--- config.mk ---
export PLATFORM = sky130hd
export DESIGN_NAME = ifetch_queue
export DESIGN_NICKNAME = d
export VERILOG_FILES = /design/src/rtl/ifq_pkg.sv /design/src/rtl/ifq_ring.sv /design/src/rtl/ifetch_queue.sv
export SDC_FILE = /design/constraint.sdc
export NUM_CORES = 1
export LEC_CHECK = 0
export CAP_MARGIN = 20
export CORE_ASPECT_RATIO = 1.4
export CORE_UTILIZATION = 51
export CTS_CLUSTER_DIAMETER = 150
export DETAILED_ROUTE_END_ITERATION = 10
export HOLD_SLACK_MARGIN = 0.02
export PLACE_DENSITY = 0.79
export SYNTH_ARGS = -nofsm -noshare
export SYNTH_HDL_FRONTEND = slang
export SYNTH_SLANG_ARGS = --single-unit
--- constraint.sdc ---
create_clock -name clk -period 4.94 [get_ports clk]
set_clock_uncertainty 0.2 [all_clocks]
set_input_delay 0.494 -clock clk [delete_from_list [all_inputs] [get_ports clk]]
set_output_delay 0.494 -clock clk [all_outputs]
set_load 0.02 [all_outputs]
--- src/rtl/ifq_pkg.sv ---
// Shared constants for the instruction-fetch queue (NOP filler, reset PC, PC step).
// Latency: n/a (constants only).
// Backpressure: n/a.
package ifq_pkg;

    // Instruction presented downstream whenever no real instruction is available.
    localparam logic [31:0] NOP_INSTR        = 32'h0000_0013;

    // First fetch address after reset unless the instance overrides it.
    localparam logic [31:0] DEFAULT_RESET_PC = 32'h0000_0000;

    // Sequential fetch stride in bytes.
    localparam int unsigned PC_INC           = 4;

endpackage

--- src/rtl/ifq_ring.sv ---
// DEPTH-entry fetch ring: pc written at request issue, instruction written at response.
// Latency: writes visible at the head read port one cycle after the write edge.
// Backpressure: none internally; the caller guarantees entries are only allocated when free.
//
// Ports: alloc_* writes the pc and clears the filled bit of a newly issued entry;
// fill_* writes the returned instruction and sets filled; deq_en clears filled at
// the head; clear drops every filled bit; head_* reads the oldest entry.
module ifq_ring
    import ifq_pkg::*;
#(
    parameter int DEPTH      = 4,
    parameter int ADDR_SIZE  = 32,
    parameter int INSTR_SIZE = 32,
    localparam int PW        = $clog2(DEPTH)
) (
    input  logic                  clk,
    input  logic                  reset,
    input  logic                  clear,
    input  logic                  alloc_en,
    input  logic [PW-1:0]         alloc_idx,
    input  logic [ADDR_SIZE-1:0]  alloc_pc,
    input  logic                  fill_en,
    input  logic [PW-1:0]         fill_idx,
    input  logic [INSTR_SIZE-1:0] fill_instr,
    input  logic                  deq_en,
    input  logic [PW-1:0]         head_idx,
    output logic [ADDR_SIZE-1:0]  head_pc,
    output logic [INSTR_SIZE-1:0] head_instr,
    output logic                  head_filled
);

    logic [ADDR_SIZE-1:0]  pc_mem    [DEPTH];
    logic [INSTR_SIZE-1:0] instr_mem [DEPTH];
    logic [DEPTH-1:0]      filled;

    // Payload storage needs no reset: an entry is only read once it is allocated/filled.
    always_ff @(posedge clk) begin
        if (alloc_en) begin
            pc_mem[alloc_idx] <= alloc_pc;
        end
        if (fill_en) begin
            instr_mem[fill_idx] <= fill_instr;
        end
    end

    // Dequeue clears filled so a stale bit cannot reappear when the head wraps onto
    // an entry that has not been reallocated yet.
    always_ff @(posedge clk or negedge reset) begin
        if (!reset) begin
            filled <= '0;
        end else if (clear) begin
            filled <= '0;
        end else begin
            if (alloc_en) begin
                filled[alloc_idx] <= 1'b0;
            end
            if (fill_en) begin
                filled[fill_idx] <= 1'b1;
            end
            if (deq_en) begin
                filled[head_idx] <= 1'b0;
            end
        end
    end

    assign head_pc     = pc_mem[head_idx];
    assign head_instr  = instr_mem[head_idx];
    assign head_filled = filled[head_idx];

endmodule

--- src/rtl/ifetch_queue.sv ---
// Fetch front end: owns the fetch PC, issues in-order imem requests, queues returned words.
// Latency: response at edge N gives instr_valid from cycle N+1 (same cycle with IFQ_BYPASS_EN).
// Backpressure: issue stops when queued + to-be-dropped requests reach DEPTH; stallF holds the head.
//
// Ports: clk/reset (async, active-low); imem_req_* request channel; imem_rsp_* in-order
// response channel; redirect/redirect_pc from EX; stallF from the hazard unit;
// instr_valid/instrF/pcF towards the IF/ID register.
// Optional macro IFQ_BYPASS_EN: forward a response aimed at an empty head straight to instrF.
module ifetch_queue
    import ifq_pkg::*;
#(
    parameter int DEPTH                     = 4,
    parameter int ADDR_SIZE                 = 32,
    parameter int INSTR_SIZE                = 32,
    parameter logic [ADDR_SIZE-1:0] RESET_PC = ADDR_SIZE'(DEFAULT_RESET_PC)
) (
    input  logic                  clk,
    input  logic                  reset,
    output logic                  imem_req_valid,
    input  logic                  imem_req_ready,
    output logic [ADDR_SIZE-1:0]  imem_req_addr,
    input  logic                  imem_rsp_valid,
    input  logic [INSTR_SIZE-1:0] imem_rsp_data,
    input  logic                  redirect,
    input  logic [ADDR_SIZE-1:0]  redirect_pc,
    input  logic                  stallF,
    output logic                  instr_valid,
    output logic [INSTR_SIZE-1:0] instrF,
    output logic [ADDR_SIZE-1:0]  pcF
);

    localparam int PW = $clog2(DEPTH);
    localparam int CW = PW + 1;

    localparam logic [CW-1:0]         DEPTH_C = CW'(DEPTH);
    localparam logic [CW-1:0]         CNT_ONE = CW'(1);
    localparam logic [PW-1:0]         PTR_ONE = PW'(1);
    localparam logic [INSTR_SIZE-1:0] NOP_I   = INSTR_SIZE'(NOP_INSTR);
    localparam logic [ADDR_SIZE-1:0]  STEP    = ADDR_SIZE'(PC_INC);

    logic [ADDR_SIZE-1:0]  fpc;
    logic [PW-1:0]         alloc;
    logic [PW-1:0]         fill;
    logic [PW-1:0]         head;
    logic [CW-1:0]         used;
    logic [CW-1:0]         drop;

    logic [CW:0]           occupancy;
    logic [PW-1:0]         ptr_gap;
    logic [CW-1:0]         pend;
    logic [CW-1:0]         outstanding;
    logic [CW-1:0]         drop_redirect;
    logic                  fire;
    logic                  deq;
    logic                  rsp_live;
    logic                  fill_en;
    logic                  head_filled;
    logic [ADDR_SIZE-1:0]  head_pc;
    logic [INSTR_SIZE-1:0] head_instr;

    // Requests still owed by memory count against capacity, so in-flight never exceeds DEPTH.
    assign occupancy      = {1'b0, used} + {1'b0, drop};
    assign imem_req_valid = reset && !redirect && (occupancy < {1'b0, DEPTH_C});
    assign imem_req_addr  = fpc;
    assign fire           = imem_req_valid && imem_req_ready;

    // A response belongs to a live entry only once every pre-redirect word has been discarded.
    assign rsp_live = imem_rsp_valid && (drop == '0);

    // Live requests awaiting data = alloc - fill. Equal pointers with a full ring and an
    // unfilled head means all DEPTH entries are still waiting, not none.
    assign ptr_gap = alloc - fill;
    assign pend    = (ptr_gap == '0 && used == DEPTH_C && !head_filled) ? DEPTH_C : {1'b0, ptr_gap};
    assign outstanding = drop + pend;

    // A response arriving in the redirect cycle is treated as already answered.
    assign drop_redirect = (imem_rsp_valid && outstanding != '0) ? outstanding - CNT_ONE : outstanding;

`ifdef IFQ_BYPASS_EN
    logic bypass_hit;
    // The word in flight is the head's own instruction: present it before it is written.
    assign bypass_hit  = rsp_live && (used != '0) && (fill == head) && !head_filled;
    assign instr_valid = head_filled || bypass_hit;
    assign instrF      = head_filled ? head_instr : (bypass_hit ? imem_rsp_data : NOP_I);
    assign deq         = instr_valid && !stallF && !redirect;
    // Consumed straight from the bus, so the ring write is skipped.
    assign fill_en     = rsp_live && !redirect && !(bypass_hit && deq);
`else
    assign instr_valid = head_filled;
    assign instrF      = head_filled ? head_instr : NOP_I;
    assign deq         = instr_valid && !stallF && !redirect;
    assign fill_en     = rsp_live && !redirect;
`endif

    assign pcF = (used != '0) ? head_pc : '0;

    always_ff @(posedge clk or negedge reset) begin
        if (!reset) begin
            fpc   <= RESET_PC;
            alloc <= '0;
            fill  <= '0;
            head  <= '0;
            used  <= '0;
            drop  <= '0;
        end else if (redirect) begin
            fpc   <= redirect_pc;
            alloc <= '0;
            fill  <= '0;
            head  <= '0;
            used  <= '0;
            drop  <= drop_redirect;
        end else begin
            if (fire) begin
                fpc   <= fpc + STEP;
                alloc <= alloc + PTR_ONE;
            end
            if (imem_rsp_valid) begin
                if (drop != '0) begin
                    drop <= drop - CNT_ONE;
                end else begin
                    fill <= fill + PTR_ONE;
                end
            end
            if (deq) begin
                head <= head + PTR_ONE;
            end
            case ({fire, deq})
                2'b10:   used <= used + CNT_ONE;
                2'b01:   used <= used - CNT_ONE;
                default: used <= used;
            endcase
        end
    end

    ifq_ring #(
        .DEPTH      (DEPTH),
        .ADDR_SIZE  (ADDR_SIZE),
        .INSTR_SIZE (INSTR_SIZE)
    ) u_ring (
        .clk         (clk),
        .reset       (reset),
        .clear       (redirect),
        .alloc_en    (fire),
        .alloc_idx   (alloc),
        .alloc_pc    (fpc),
        .fill_en     (fill_en),
        .fill_idx    (fill),
        .fill_instr  (imem_rsp_data),
        .deq_en      (deq),
        .head_idx    (head),
        .head_pc     (head_pc),
        .head_instr  (head_instr),
        .head_filled (head_filled)
    );

endmodule

==> results.yml <==
status:
  outcome: "finished clean"
clock_network:
  cts_tree: "built"
  clkLatencyLatePin_ns: 0.55
  cts-root-buf: "clkbuf_16"
  path_clk_slew_ns: 0.06
  cts-buffers-inserted: 28
  cts_buffer_depth: 3
  cts_sinks: 304
  htreeDepth: 1
synth:
  yosysTopAreaCellShare_pct: 60.1
  synth_area_per_cell_sq_um: 17.2
  async_reset_ff_share_pct: 15.8
  synth_cell_types: 62
  synth_top_flop_cell: "edfxtp_1"
  yosys.cell_count.top_type: "edfxtp_1"
  synth_edf_count: 256
  syn_inst: 745
  synth_area_leaders: "edfxtp_1 (60%), mux4_2 (11%), dfrtp_1 (9.4%), ha_1 (2.1%), and2_1 (1.8%)"
  synth_nets: 838
  syn-cell-area_sq_um: 12800
  synthTopCellsByCount: "edfxtp_1 (256), mux4_2 (65), dfrtp_1 (48)"
  synth_largest_area_cell: "edfxtp_1"
  synth-seq-cells: 304
  yosysWarnings: 0
  yosysSeqAreaShare_pct: 69.4
critical_path:
  cp_cell_sequence: "buf_4 > mux4_2 > nor2b_1 > clkdlybuf4s50_1"
  cp_slowest_stage_delay_ns: 0.68
  crit_required_ns: 4.25
  cpLargestDelayFamily: "buffers and inverters"
  start_kind: "flip-flop"
  crit_slowest_cell: "buf_4"
  crit_path_end_kind: "primary output"
  cp.depth: 4
  rr_worst_depth: 6
  critPathBufInv: 2
  arrival_ns: 3.11
  crit_path_max_fanout: 50
  critPathKind: "reg -> out"
power_and_ir_drop:
  p_leak_uw: 0.00529
  max-vdd-ir-drop_uv: 342
  cellPowerDensity_nw_per_um2: 390
drt:
  via_per_inst: 5.75
  finalWirelength_mm: 26.8
  drc_errors: 0
  drtPass1Iterations: 5
  avgRoutedWirePerCell_um: 21.2
  dr_total_vias: 7259
  drt_iter0_drc: 395
  ant_nets: 0
grt:
  grt_max_degree: 69
  grt_pass1_wl_mm: 41.9
  grt_usage_pct: 21.6
  grt_pass1_vias: 7534
  antenna_found_initial: 0
  grt-ovfl-total: 0
sta:
  grt_setup_unrepaired: "false"
  hold_viol: 0
  setup_tns_ns: 0
  worst_pin_slew_ns: 0.926
  slew_headroom_pct: 38.2
  hold_slack_ns: 0.302
  drv_slew: 0
  max_clock_freq_mhz: 263
  final-setup-viol-count: 0
  fin_crit_ns: 3.81
  worst_slack_ns: 1.13
  period_share_pct: 77.1
placed_design:
  place_hpwl_mm: 16.8
  gp_congestion: 0.844
  place_worst_setup_slack_ns: 1.53
  numPortBuffers: 167
cells_and_area:
  area_delta_synth_final_pct: 23.4
  drive_gt1_share_pct: 15.2
  layout.nets: 1019
  insertedDiodeCount: 0
worst_hold_path:
  hold_depth: 3
  hold_class: "in -> reg"
floorplanning:
  die_h_um: 189
  pin_count: 168
  core_sq_um: 24700
  die_w_um: 136
  rows: 68
  dieArea_sq_um: 25700
  initial_core_util_pct: 51.9
run:
  cap_violations: 0
-- per-layer routing --
metal	global-route usage, %	part of all wire (%)
met5	0	0
met4	6.41	2.0
met3	3.05	6.2
met2	37.0	52
met1	28.6	40
-- state kept, by name, summed over array words and instances (netlist names) --
signal,cells
alloc,2
drop,3
fill,2
head,2
imem_req_addr,32
u_ring.filled,4
u_ring.instr_mem,128
u_ring.pc_mem,128
used,3
-- logic make-up after synthesis --
kind of cell | synth area share, %
AOI/OAI and AO/OA | 4.20
muxes | 12.0
buffers and inverters | 1.88
adders and majority gates | 2.37
DFF | 69.4
and+or+nand+nor | 9.10
xor gates and xnor gates | 1.02
-- what timing repair did --
action	CTS	global route
endpoints found under the setup margin	0	0
resized for setup	0	0
buffers inserted	0	0
hold buffers	1	0
hold endpoints to repair	48	0
-- per-stage QoR --
stage | power [uW] | cell area, sq um | std cells | util, %
2_1_floorplan | 3650 | 12800 | 745 | -
3_3_place_gp | 4060 | 14900 | 1209 | 60.2
3_5_place_dp | 4090 | 14900 | 1210 | 60.3
4_1_cts | 6210 | 15800 | 1263 | 64.0
5_1_grt | 6390 | 15800 | 1263 | 64.0
6_report | 6160 | 15800 | 1263 | 64.0
-- worst min-delay path, delay by kind of cell --
family / cells / cell delay, ns
buffers and inverters: 1 / 0.40
AND/OR/NAND/NOR: 2 / 0.12
-- worst paths after layout --
kind	slack, ns	from	to
hold reg to reg	0.38	imem_req_addr[0]$_DFFE_PN0P_	u_ring.pc_mem[2][0]$_DFFE_PP_
min in group asynchronous	0.45	reset	imem_req_addr[2]$_DFFE_PN0N_
max in group asynchronous	3.57	reset	head[0]$_DFFE_PN0P_
setup / recovery	1.13	head[1]$_DFFE_PN0P_	pcF[10]
hold / removal	0.30	redirect_pc[28]	imem_req_addr[28]$_DFFE_PN0N_
setup reg to reg	1.60	used[2]$_DFFE_PN0P_	u_ring.pc_mem[0][23]$_DFFE_PP_
-- layout make-up --
class / count / area, sq um
flip-flops and latches: 304 / 8890
clock inverters: 15 / 166
repair buffers: 186 / 1830
multi-input cells: 384 / 3680
clock buffers: 37 / 744
fillers: 1718 / 8880
well taps: 315 / 394
inverters: 22 / 82.6
-- cells in the final DEF, fill, tap and decap left out, types with 8 or more instances in the layout --
cell,synthesis,layout
nor2b_1,33,33
clkbuf_1,17,8
clkbuf_16,0,28
clkdlybuf4s50_1,0,165
mux4_2,65,65
buf_4,1,16
o311ai_0,12,12
inv_1,21,21
ha_1,21,21
nand3_1,22,22
nor2_1,19,19
edfxtp_1,256,256
a21oi_1,13,13
and2_1,37,37
o211ai_1,13,13
nand2_1,40,40
o21ai_0,19,19
dfrtp_1,48,46
-- power breakdown --
| part | internal [uW] | switching, uW |
|---|---|---|
| sequential | 2920 | 131 |
| clock | 1220 | 909 |
| combinational | 471 | 504 |
| total | 4620 | 1540 |
(Power assumes the default switching activity.)
==> RTL change 1 (same flow settings) <==
The option `IFQ_BYPASS_EN` is turned on by a define.
--- a/src/rtl/ifetch_queue.sv
+++ b/src/rtl/ifetch_queue.sv
@@ -7,4 +7,6 @@
 // instr_valid/instrF/pcF towards the IF/ID register.
 // Optional macro IFQ_BYPASS_EN: forward a response aimed at an empty head straight to instrF.
+`define IFQ_BYPASS_EN
+
 module ifetch_queue
     import ifq_pkg::*;
Formal check against the unedited RTL: not equivalent (Yosys sat finds a counterexample within 4 cycles, from zero or initial values and one cycle with reset low).
==> RTL change 1 against the original RTL <==
Total power fell by 1.2%; wire length rose by 3.9%; critical path type unchanged; sequential cell count did not move; maximum frequency fell by 8.5%; setup slack got worse by 360 ps; highest routed layer unchanged; final area grew 1.3%; area after synthesis rose by 1.5%; first-iteration DRC count rose by 18%; final cell count grew 0.95%; clock power increased by 7%.
==> RTL change 1: results (changes against the original RTL) <==
ClkCell Share: 0.0615 (was 0.0577)
Clock power frac: 0.373 (was 0.346)
met2 Resource Use GR: 0.384 (was 0.370)
met3 WL: 1880 um (was 1670 um)
ANT cells: 1 (was 0)
first-pass GRT wire length: 43100 um (was 41900 um)
Critical R2R Launch: head[0] (was used[2])
Synth Area in Compound Gates: 0.0726 (was 0.0420)
Met1 Wirelength: 11000 um (was 10600 um)
Max IR drop VDD: 310 uV (was 342 uV)
synth unique cells: 59 (was 62)
P_seq: 3000 uW (was 3050 uW)
Commonest cells post-synth: edfxtp_1, mux4_2, dfrtp_1 (unchanged)
vias in the first global route: 7783 (was 7534)
clk_buf instances: 32 (was 37)
router iterations before antenna repair: 4 (was 5)
Final Wtd Congestion: 0.808 (was 0.844)
outcome: finished, final reports clean (unchanged)
worst skew pair latency: 530 ps (was 550 ps)
final-layout fill cell count: 1777 (was 1718)
pin count of the biggest net entering global routing: 57 (was 69)
Worst R2R Setup Slack: 1560 ps (was 1600 ps)
routed vias: 7658 (was 7259)
Net Sw Power: 1430 uW (was 1540 uW)
Slew @ Worst Pin: 838 ps (was 926 ps)
multi-input gate share of total cell area: 0.239 (was 0.233)
post-DP HPWL: 17500 um (was 16800 um)
Non-clock inverters: 27 (was 22)
total track usage: 0.220 (was 0.216)
Seq area share: 0.556 (was 0.563)
share of cells above drive strength 1: 0.156 (was 0.152)
comb_multi_in: 393 (was 384)
adder and majority cell fraction of the synthesized area: 0.0233 (was 0.0237)
Hold EP: imem_req_addr[9] (was imem_req_addr[28])
dpl ws: 1250 ps (was 1530 ps)
Int Pwr: 4660 uW (was 4620 uW)
cell count after placement: 1224 (was 1210)
largest cells by area after synthesis: edfxtp_1, mux4_2, dfrtp_1, ha_1, a22o_1 (was edfxtp_1, mux4_2, dfrtp_1, ha_1, and2_1)
r2r endpoint: used[2] (was u_ring.pc_mem[0][23])
R2R depth: 8 (was 6)
Seq/Total Area, Yosys: 0.684 (was 0.694)
met1 Track Usage GR: 0.284 (was 0.286)
Nets: 1032 (was 1019)
Iter 0 DRT Violations: 466 (was 395)
syn nets: 860 (was 838)
met2 WL: 14400 um (was 14000 um)
routed vias/inst: 6.01 (was 5.75)
crit-path max FO: 32 (was 50)
Hold Crit Start: redirect_pc[9] (was redirect_pc[28])
Crit path arrival time: 3470 ps (was 3110 ps)
initial antenna violation count: 1 (was 0)
signal buffers share of area: 0.113 (was 0.116)
multiplexer share of the synthesized area: 0.119 (was 0.120)
-- RTL change 1: cell count changes in the layout (fill, tap and decap cells not counted), sizes merged, moves of 4 or more --
cell | before | now
inv | 22 | 28
nand2b | 6 | 2
nor2 | 20 | 13
a22o | 1 | 29
nor2b | 34 | 1
nand2 | 42 | 47
nand3 | 23 | 19
o211ai | 13 | 5
nor3 | 8 | 13
clkbuf | 37 | 32
-- RTL change 1: worst max-delay path by stage --
stage	end	cells after the start	startpoint	slack, ps
3_3_place_gp	instrF[29]	7	imem_rsp_valid	1360
6_report	instrF[11]	7	head[0]	780
3_5_place_dp	instrF[11]	7	imem_rsp_valid	1250
2_1_floorplan	used[2]	9	drop[2]	1830
4_1_cts	instrF[11]	7	head[0]	710
5_1_grt	instrF[3]	7	head[0]	640
-- RTL change 1: metrics by stage --
stage               instance area [um2]  hold WS, ps
detailed placement                15000          341
global route                      16000          350
CTS                               16000          315
global placement                  15000          335
finish                            16000          330
floorplan                         13000        -1.59
==> RTL change 2 (same flow settings) <==
Made on the original files. Make the reset (`reset`) synchronous in 2 clocked blocks. Comments in the files are not updated.
--- a/src/rtl/ifq_ring.sv
+++ b/src/rtl/ifq_ring.sv
@@ -46,5 +46,5 @@
     // Dequeue clears filled so a stale bit cannot reappear when the head wraps onto
     // an entry that has not been reallocated yet.
-    always_ff @(posedge clk or negedge reset) begin
+    always_ff @(posedge clk) begin
         if (!reset) begin
             filled <= '0;
--- a/src/rtl/ifetch_queue.sv
+++ b/src/rtl/ifetch_queue.sv
@@ -95,5 +95,5 @@
     assign pcF = (used != '0) ? head_pc : '0;
 
-    always_ff @(posedge clk or negedge reset) begin
+    always_ff @(posedge clk) begin
         if (!reset) begin
             fpc   <= RESET_PC;
Function: differs if reset is asserted again (counterexample within 4 cycles, from zero or initial values and one cycle with reset low); with reset held inactive, the same outputs for 4 cycles.
==> RTL change 2 against the original RTL <==
Wire length up 0.15%; setup slack better by 45 ps; global-route usage down 0.15 points; synthesized cell count up 3.2%; sequential cell count up 2; final cell count up 0.63%; critical path type unchanged; maximum frequency up 1.2%; count of clock-buffer cells in the layout down 3; area after synthesis down 1.2%; final area down 1.4%.
Power is not compared: it rests on default switching activity, and its combinational part moved more than twofold at a synthesized area within 25%.
==> RTL change 2: results (changes against the original RTL) <==
outcome: finished, final reports clean (unchanged)
dpl ws: 1120 ps (was 1530 ps)
R2R depth: 9 (was 6)
Cells on Worst Hold Path: 3 (unchanged)
Main synth FF type: edfxtp_1 (unchanged)
CP max stage delay: 730 ps (was 680 ps)
normalized max-slew margin: 0.339 (was 0.382)
Seq/Total Area, Yosys: 0.687 (was 0.694)
routed vias/inst: 5.73 (was 5.75)
Hold EP: imem_req_addr[16] (was imem_req_addr[28])
r2r endpoint: used[2] (was u_ring.pc_mem[0][23])
post-DP HPWL: 17100 um (was 16800 um)
H-tree depth: 1 (unchanged)
Nets: 1033 (was 1019)
Critical R2R Launch: head[0] (was used[2])
final-layout fill cell count: 1750 (was 1718)
worst skew pair latency: 540 ps
initial antenna violation count: 0 (unchanged)
Commonest cells post-synth: edfxtp_1, mux4_2, nor2b_1 (was edfxtp_1, mux4_2, dfrtp_1)
num rows: 67 (was 68)
router iterations before antenna repair: 4 (was 5)
critical path's slowest cell: dfxtp_4 (was buf_4)
Slew Viols, Final: 0 (unchanged)
crit-path max FO: 30 (was 50)
Top delay family on crit path: buffers and inverters (unchanged)
pin count of the biggest net entering global routing: 65 (was 69)
CTS buffer count: 28 (unchanged)
Max IR drop VDD: 354 uV
ys async rst share: 0 (was 0.158)
ANT cells: 0 (unchanged)
Hold Crit Start: redirect_pc[16] (was redirect_pc[28])
CTS root buffer: clkbuf_16 (unchanged)
Max clock buf depth: 3 (unchanged)
clk slew on worst S/H paths: 70 ps
Worst R2R Setup Slack: 1590 ps
YS warnings: 0 (unchanged)
first-pass GRT wire length: 41200 um (was 41900 um)
total setup buffers inserted after CTS: 0 (unchanged)
synth unique cells: 53 (was 62)
Final Wtd Congestion: 0.832 (was 0.844)
total track usage: 0.214 (was 0.216)
Post-synth EDFFs: 256 (unchanged)
Iter 0 DRT Violations: 419 (was 395)
PostCTS Resize Cnt: 0 (unchanged)
number of buffers added on ports: 167 (unchanged)
Crit path arrival time: 3070 ps (was 3110 ps)
vias in the first global route: 7457 (was 7534)
syn nets: 863 (was 838)
Leak: 0.00498 uW
Post-Route WL: 26900 um (was 26800 um)
largest cells by area after synthesis: edfxtp_1, mux4_2, dfxtp_1, nor2b_1, ha_1 (was edfxtp_1, mux4_2, dfrtp_1, ha_1, and2_1)
share of cells above drive strength 1: 0.151 (was 0.152)
==> RTL change 2: cells by family after synthesis <==
logic type	count (synthesis)	synth area share
muxes	75	0.123
AOI/OAI and AO/OA	87	0.0409
xor gates and xnor gates	23	0.0159
and+or+nand+nor	192	0.0875
adders and majority gates	24	0.0249
DFF	306	0.687
buffers and inverters	62	0.0209
==> RTL change 2: how the worst max path moves through the flow <==
stage	startpoint	end	slack (ps)	depth (start not counted)
2_1_floorplan	used[1]	used[2]	2240	13
3_3_place_gp	reset	used[2]	1240	11
3_5_place_dp	reset	used[2]	1120	11
4_1_cts	flop	pcF[20]	1040	4
5_1_grt	flop	pcF[20]	930	4
6_report	flop	pcF[20]	1180	4
==> RTL change 2: per-layer routing <==
layer / share of wire / wire (um) / vias up / global-route usage
met5: 0 / 0 / - / 0
met4: 0.015 / 398 / 0 / 0.0596
met3: 0.064 / 1710 / 27 / 0.0347
met2: 0.53 / 14100 / 300 / 0.381
met1: 0.40 / 10600 / 3649 / 0.269
li1: - / - / 3312 / -
==> RTL change 2: power by group <==
| part | internal, uW | switching, uW |
|---|---|---|
| Sequential | 2880 | 69.8 |
| Combinational | 226 | 233 |
| Clock | 1200 | 921 |
| Total | 4300 | 1220 |
==> RTL change 2: area by class of cell <==
type	count	area, um2	area share
clock inverters	18	163	0.0105
well taps	310	388	0.0249
flip-flops and latches	306	8700	0.559
repair buffers	177	1760	0.113
multi-input cells	401	3710	0.238
clock buffers	34	754	0.0485
inverters	25	93.8	0.00603
==> RTL change 2: through the flow <==
stage	std cells	hold slack (ps)	utilization	power [uW]	instance area, um2
after floorplan	769	289	-	3240	12600
after global placement	1219	310	0.607	3450	14600
after detailed placement	1219	312	0.607	3460	14600
after CTS	1271	292	0.645	5570	15600
after global routing	1271	321	0.645	5700	15600
final	1271	306	0.645	5530	15600
